### src/rtl/oled_char_writer_if.sv
// Request, font-ROM and panel-transport signals of the OLED glyph writer.
interface oled_char_writer_if;
    logic       start;
    logic [7:0] ascii;
    logic [2:0] page;
    logic [6:0] col;
    logic [7:0] font_ascii;
    logic       font_row;
    logic [4:0] font_index;
    logic [7:0] font_data;
    logic       tx_valid;
    logic       tx_dc;
    logic [7:0] tx_byte;
    logic       tx_ready;
    logic       busy;
    logic       done;
    logic       err;

    // Writer side
    modport master (
        input  start, ascii, page, col, font_data, tx_ready,
        output font_ascii, font_row, font_index, tx_valid, tx_dc, tx_byte,
               busy, done, err
    );

    // Requester / ROM / transport side
    modport slave (
        output start, ascii, page, col, font_data, tx_ready,
        input  font_ascii, font_row, font_index, tx_valid, tx_dc, tx_byte,
               busy, done, err
    );
endinterface

### src/rtl/oled_char_writer.sv
// Draws one 8x16 glyph on a page-addressed OLED: per half, three addressing
// commands followed by eight font columns fetched from a 1-cycle-latency ROM.
module oled_char_writer #(
    parameter int unsigned COL_OFFSET = 0
) (
    input  logic             clk_50m,
    input  logic             rst,
    oled_char_writer_if.master bus
);

    localparam int unsigned MAX_PAGE = 6;
    localparam int unsigned MAX_COL  = 120;
    localparam int unsigned LAST_CMD = 2;
    localparam int unsigned LAST_IDX = 7;

    typedef enum logic [2:0] {IDLE, CMD, FETCH, LOAD, DATA, FIN} state_t;

    state_t     state, state_n;
    logic [2:0] page_r, page_n;
    logic [6:0] col_r, col_n;
    logic [7:0] ascii_r, ascii_n;
    logic       row_r, row_n;
    logic [4:0] idx_r, idx_n;
    logic [1:0] cmd_r, cmd_n;
    logic       valid_r, valid_n;
    logic       dc_r, dc_n;
    logic [7:0] byte_r, byte_n;
    logic       busy_r, busy_n;
    logic       done_r, done_n;
    logic       err_r, err_n;

    logic start_ok_c;
    logic hs_c;
    logic last_cmd_c;
    logic last_idx_c;

    assign start_ok_c = (bus.page <= 3'(MAX_PAGE)) && (bus.col <= 7'(MAX_COL));
    assign hs_c       = valid_r & bus.tx_ready;
    assign last_cmd_c = (cmd_r == 2'(LAST_CMD));
    assign last_idx_c = (idx_r == 5'(LAST_IDX));

    // Addressing command byte number idx for the given page/half/column
    function automatic logic [7:0] cmd_byte(input logic [1:0] idx, input logic [2:0] pg,
                                            input logic row, input logic [6:0] cl);
        logic [7:0] c;
        logic [2:0] p;
        c = 8'(cl) + 8'(COL_OFFSET);
        p = pg + 3'(row);
        case (idx)
            2'd0:    cmd_byte = {5'b10110, p};
            2'd1:    cmd_byte = {4'h0, c[3:0]};
            default: cmd_byte = {4'h1, c[7:4]};
        endcase
    endfunction

    // State and registered outputs
    always_ff @(posedge clk_50m) begin
        if (rst) begin
            state   <= IDLE;
            page_r  <= '0;
            col_r   <= '0;
            ascii_r <= '0;
            row_r   <= 1'b0;
            idx_r   <= '0;
            cmd_r   <= '0;
            valid_r <= 1'b0;
            dc_r    <= 1'b0;
            byte_r  <= '0;
            busy_r  <= 1'b0;
            done_r  <= 1'b0;
            err_r   <= 1'b0;
        end else begin
            state   <= state_n;
            page_r  <= page_n;
            col_r   <= col_n;
            ascii_r <= ascii_n;
            row_r   <= row_n;
            idx_r   <= idx_n;
            cmd_r   <= cmd_n;
            valid_r <= valid_n;
            dc_r    <= dc_n;
            byte_r  <= byte_n;
            busy_r  <= busy_n;
            done_r  <= done_n;
            err_r   <= err_n;
        end
    end

    // Next-state selection
    always_comb begin
        state_n = state;
        case (state)
            IDLE:    if (bus.start && start_ok_c) state_n = CMD;
            CMD:     if (hs_c && last_cmd_c) state_n = FETCH;
            FETCH:   state_n = LOAD;
            LOAD:    state_n = DATA;
            DATA: begin
                if (hs_c) begin
                    if (!last_idx_c) state_n = FETCH;
                    else if (!row_r) state_n = CMD;
                    else             state_n = FIN;
                end
            end
            FIN:     state_n = IDLE;
            default: state_n = IDLE;
        endcase
    end

    // Next values of the datapath and output registers
    always_comb begin
        page_n  = page_r;
        col_n   = col_r;
        ascii_n = ascii_r;
        row_n   = row_r;
        idx_n   = idx_r;
        cmd_n   = cmd_r;
        valid_n = valid_r;
        dc_n    = dc_r;
        byte_n  = byte_r;
        busy_n  = busy_r;
        done_n  = 1'b0;
        err_n   = 1'b0;
        case (state)
            IDLE: begin
                if (bus.start) begin
                    if (start_ok_c) begin
                        page_n  = bus.page;
                        col_n   = bus.col;
                        ascii_n = bus.ascii;
                        row_n   = 1'b0;
                        busy_n  = 1'b1;
                        cmd_n   = '0;
                        valid_n = 1'b1;
                        dc_n    = 1'b0;
                        byte_n  = cmd_byte(2'd0, bus.page, 1'b0, bus.col);
                    end else begin
                        err_n = 1'b1;
                    end
                end
            end
            CMD: begin
                if (hs_c) begin
                    if (last_cmd_c) begin
                        valid_n = 1'b0;
                        idx_n   = '0;
                    end else begin
                        cmd_n  = cmd_r + 2'd1;
                        byte_n = cmd_byte(cmd_r + 2'd1, page_r, row_r, col_r);
                    end
                end
            end
            LOAD: begin
                byte_n  = bus.font_data;
                dc_n    = 1'b1;
                valid_n = 1'b1;
            end
            DATA: begin
                if (hs_c) begin
                    valid_n = 1'b0;
                    if (!last_idx_c) begin
                        idx_n = idx_r + 5'd1;
                    end else if (!row_r) begin
                        row_n   = 1'b1;
                        cmd_n   = '0;
                        valid_n = 1'b1;
                        dc_n    = 1'b0;
                        byte_n  = cmd_byte(2'd0, page_r, 1'b1, col_r);
                    end else begin
                        done_n = 1'b1;
                    end
                end
            end
            FIN: begin
                busy_n = 1'b0;
            end
            default: ;
        endcase
    end

    assign bus.font_ascii = ascii_r;
    assign bus.font_row   = row_r;
    assign bus.font_index = idx_r;
    assign bus.tx_valid   = valid_r;
    assign bus.tx_dc      = dc_r;
    assign bus.tx_byte    = byte_r;
    assign bus.busy       = busy_r;
    assign bus.done       = done_r;
    assign bus.err        = err_r;

endmodule

### src/flat_wrapper.sv
// flat-port wrapper written by rule: the top's interface ports become plain ports
module oled_char_writer_flat 
#(
    parameter int unsigned COL_OFFSET = 0
)
  (clk_50m, rst, bus_start, bus_ascii, bus_page, bus_col, bus_font_data, bus_tx_ready, bus_font_ascii, bus_font_row, bus_font_index, bus_tx_valid, bus_tx_dc, bus_tx_byte, bus_busy, bus_done, bus_err);
  oled_char_writer_if bus_i ();
  input  logic clk_50m;
  input  logic rst;
  input wire logic [$bits(bus_i.start)-1:0] bus_start;
  input wire logic [$bits(bus_i.ascii)-1:0] bus_ascii;
  input wire logic [$bits(bus_i.page)-1:0] bus_page;
  input wire logic [$bits(bus_i.col)-1:0] bus_col;
  input wire logic [$bits(bus_i.font_data)-1:0] bus_font_data;
  input wire logic [$bits(bus_i.tx_ready)-1:0] bus_tx_ready;
  output wire logic [$bits(bus_i.font_ascii)-1:0] bus_font_ascii;
  output wire logic [$bits(bus_i.font_row)-1:0] bus_font_row;
  output wire logic [$bits(bus_i.font_index)-1:0] bus_font_index;
  output wire logic [$bits(bus_i.tx_valid)-1:0] bus_tx_valid;
  output wire logic [$bits(bus_i.tx_dc)-1:0] bus_tx_dc;
  output wire logic [$bits(bus_i.tx_byte)-1:0] bus_tx_byte;
  output wire logic [$bits(bus_i.busy)-1:0] bus_busy;
  output wire logic [$bits(bus_i.done)-1:0] bus_done;
  output wire logic [$bits(bus_i.err)-1:0] bus_err;
  assign bus_i.start = bus_start;
  assign bus_i.ascii = bus_ascii;
  assign bus_i.page = bus_page;
  assign bus_i.col = bus_col;
  assign bus_i.font_data = bus_font_data;
  assign bus_i.tx_ready = bus_tx_ready;
  assign bus_font_ascii = bus_i.font_ascii;
  assign bus_font_row = bus_i.font_row;
  assign bus_font_index = bus_i.font_index;
  assign bus_tx_valid = bus_i.tx_valid;
  assign bus_tx_dc = bus_i.tx_dc;
  assign bus_tx_byte = bus_i.tx_byte;
  assign bus_busy = bus_i.busy;
  assign bus_done = bus_i.done;
  assign bus_err = bus_i.err;
  oled_char_writer #(.COL_OFFSET(COL_OFFSET)) u_core (.clk_50m(clk_50m), .rst(rst), .bus(bus_i));
endmodule
### config.mk
export PLATFORM = sky130hd
export DESIGN_NAME = oled_char_writer_flat
export DESIGN_NICKNAME = d
export VERILOG_FILES = /design/src/rtl/oled_char_writer_if.sv /design/src/rtl/oled_char_writer.sv /design/src/flat_wrapper.sv
export SDC_FILE = /design/constraint.sdc
export NUM_CORES = 1
export LEC_CHECK = 0
export CAP_MARGIN = 20
export CORE_ASPECT_RATIO = 0.5
export CORE_MARGIN = 1
export CORE_UTILIZATION = 48
export DETAILED_ROUTE_END_ITERATION = 12
export PLACE_DENSITY = 0.79
export RECOVER_POWER = 25
export SLEW_MARGIN = 30
export SYNTH_ARGS = -nofsm -noshare
export SYNTH_HDL_FRONTEND = slang
export SYNTH_SLANG_ARGS = --single-unit
### constraint.sdc
create_clock -name clk_50m -period 2.2 [get_ports clk_50m]
set_input_delay 0.44 -clock clk_50m [delete_from_list [all_inputs] [get_ports clk_50m]]
set_output_delay 0.44 -clock clk_50m [all_outputs]
set_load 0.05 [all_outputs]
==> results of run 1 <==
## registers in the layout, indices dropped and copies added, names as in the netlist
register	count
u_core.bus.err	1
u_core.cmd_r	2
u_core.bus.font_ascii	8
u_core.bus.tx_dc	1
u_core.page_r	3
u_core.bus.done	1
u_core.bus.tx_byte	8
u_core.bus.tx_valid	1
u_core.bus.busy	1
u_core.col_r	7
u_core.state	3
u_core.bus.font_index	5
u_core.bus.font_row	1
## worst paths after layout
path | start | slack [ns] | endpoint
worst max register to register | u_core.state[1] | 0.19 | u_core.bus.font_index[3]
worst min register to register | u_core.bus.busy | 0.46 | u_core.bus.busy
worst min-delay path | u_core.bus.busy | 0.46 | u_core.bus.busy
worst max-delay path | u_core.bus.font_row | 0.14 | bus_font_row
## cell families after synthesis
| family | share of synthesized area [%] |
|---|---|
| and+or+nand+nor | 21.1 |
| AOI/OAI and AO/OA | 19.1 |
| DFF | 38.7 |
| buffers and inverters | 4.78 |
| muxes | 9.68 |
| adders and majority gates | 4.61 |
| xor gates and xnor gates | 2.02 |
## what timing repair did
item                                    4_1_cts  5_1_grt
endpoints found under the setup margin        0        4
hold buffers                                  0        0
gates resized for setup                       0        2
## synthesized netlist by cell type, types with 2 or more instances
cell type   n
o21ai_0     9
nand3_1     5
nor3_1      5
a311oi_1    4
o21ai_1     4
dfxtp_1    42
a211oi_1    9
nand2_1    17
nor4_1      2
nor2_1     36
o31ai_2     2
ha_1        8
a21oi_1    20
and2_1      2
xnor2_1     3
buf_6       2
nor3b_4     2
nor2b_1     5
buf_2       5
mux2i_1    21
clkbuf_1    7
a22oi_1     5
xor2_1      2
o21a_1      2
and3_1      2
inv_1       8
nand4_1     4
## routing by layer
metal | part of all wire [%] | vias to the layer above
met5 | 0 | -
met4 | 1.4 | 0
met3 | 6.3 | 9
met2 | 47 | 71
met1 | 46 | 974
li1 | - | 1017
## power by group through the flow
stage | clock network [mW] | registers, mW | logic, mW
2_1_floorplan | 0 | 0.955 | 0.220
3_3_place_gp | 0 | 0.851 | 0.491
3_5_place_dp | 0 | 0.854 | 0.500
4_1_cts | 0.609 | 0.837 | 0.503
5_1_grt | 0.649 | 0.843 | 0.530
6_report | 0.599 | 0.837 | 0.496
## area by class of cell
type / count / area (µm²)
fillers: 327 / 1170
well taps: 54 / 67.6
inverters: 8 / 30.0
repair buffers: 70 / 662
multi-input cells: 185 / 1220
clock buffers: 5 / 68.8
flip-flops and latches: 42 / 841
clock inverters: 3 / 40.0
==> metrics.txt, run 1 <==
minimum setup slack in the final design 0.137 ns; routed wire length 5360 µm; Net Sw Frac 30.2%; Initial Utilization 52.9%; Max Fanout on Critical Path 5; initial DRC count 79; Worst VDD drop 0.444 mV; largest net degree at the start of global routing 21; CP arrival roughly 1.6 ns; Gate Count Post-Synth ~250; TritonCTS clock tree yes; Clock Tree Root clkbuf_8; measured slew at the worst slew-check pin approximately 0.66 ns; initial antenna violation count 0; Ports 57; Critical Path Stages 1; share of cells above drive strength 1 10.2%; Critical Path RT 1.76 ns; HPWL after DPL 4040 µm; RD Place Congestion 0.823; WHS 0.461 ns; commonest non-fill, non-tap cell in the layout clkdlybuf4s50_1; routed len/inst between 10 and 15 µm; RSZ-0062 raised after global routing no; CP Launch Type flop; core area 4100 µm²; number of cell rows 16; final std cells w/o fill 367; Die Y-Extent ~50 µm; GRT busiest layer met2; Final Hold Fails 0; die width 97.1 µm; Post-CTS Setup Bufs 0; Primary FF master, synth dfxtp_1; Psw 0.583 mW; MaxCap Viol Count 0; number of diodes 0; drt drc 0; clk sink count 42; crit-path leading delay family buffers and inverters; clock share of power 31.0%; Seq cells post-synth between 40 and 50; overall routing resource usage 23.6%; Place WS 0.0172 ns; top post-synthesis cells by area dfxtp_1 (39%), mux2i_1 (9.7%), nor2_1 (6.2%); first-pass GRT wire length ~9000 µm; post-synthesis cell type with the largest combined area dfxtp_1; synthesized cell area 2170 µm²; area delta synth->final 34.9%; sum of buffers and inverters on the critical path 1; crit-path max cell delay approximately 0.86 ns; drt pass-1 iters 4; number of synthesized flops with an enable pin 0; slowest cell on the critical path clkdlybuf4s50_1; fin crit period 2.06 ns; vias in the first global route 1944; clock skew 0.00459 ns; Power Density 659 nW/µm²; # placed instances 359; Bufs on Longest Clock Path 2; H-tree levels 2; Port Buffer Count 56; die area 4810 µm²; Crit. End Element output pin; worst hold stages 2; cts bufs inserted 5; GR Util met3 6.24%; fin. max-slew vios 0; Tot Pwr about 1.9 mW; Final Core Density 71.4%; Netlist cell types 43; sequential-to-total area share from yosys stat 38.7%; cell area after placement 2840 µm²; GRT met1 Usage between 20 and 30%; worst r2r path cells 5; setup tns final 0 ns; final worst-path cycle share 93.8%; grt ovf 0; Skew-Pair Late Insertion Delay 0.30 ns; Setup Crit Path Kind flop to output pin; Combinational Power Share 25.7%; Via density 5.64; GR Util met2 around two fifths; P_int 1.35 mW; Synth top area share 38.7%; Setup-failing EPs final 0; syn nets 287; outcome finished clean; Clock transition at path regs 0.08 ns; Final ANT Viol Nets 0; Synth Warn # 0; Avg Cell Area, Syn 8.72 µm²; final instance area 2930 µm²; post-synthesis async set-or-reset flop share 0%; DR vias 2071; most frequent cells in the layout clkdlybuf4s50_1 (54), dfxtp_1 (42), nor2_1 (35), mux2i_1 (21), a21oi_1 (20); worst hold path type flop to flop; Fmax achieved 485 MHz; fin nets 350; Slew HR a little under three fifths; Pleak around 1.2 nW; worst path cell trace clkdlybuf4s50_1; Seq pwr share a little over two fifths
Note: power is estimated with default switching activity, not from simulation.
==> run 2, diff against run 1 <==
GPL_ROUTABILITY_DRIVEN = 0   (was default)
==> results of run 2 <==
Same layout as run 1: the final DEF is identical, and so are final timing and power.
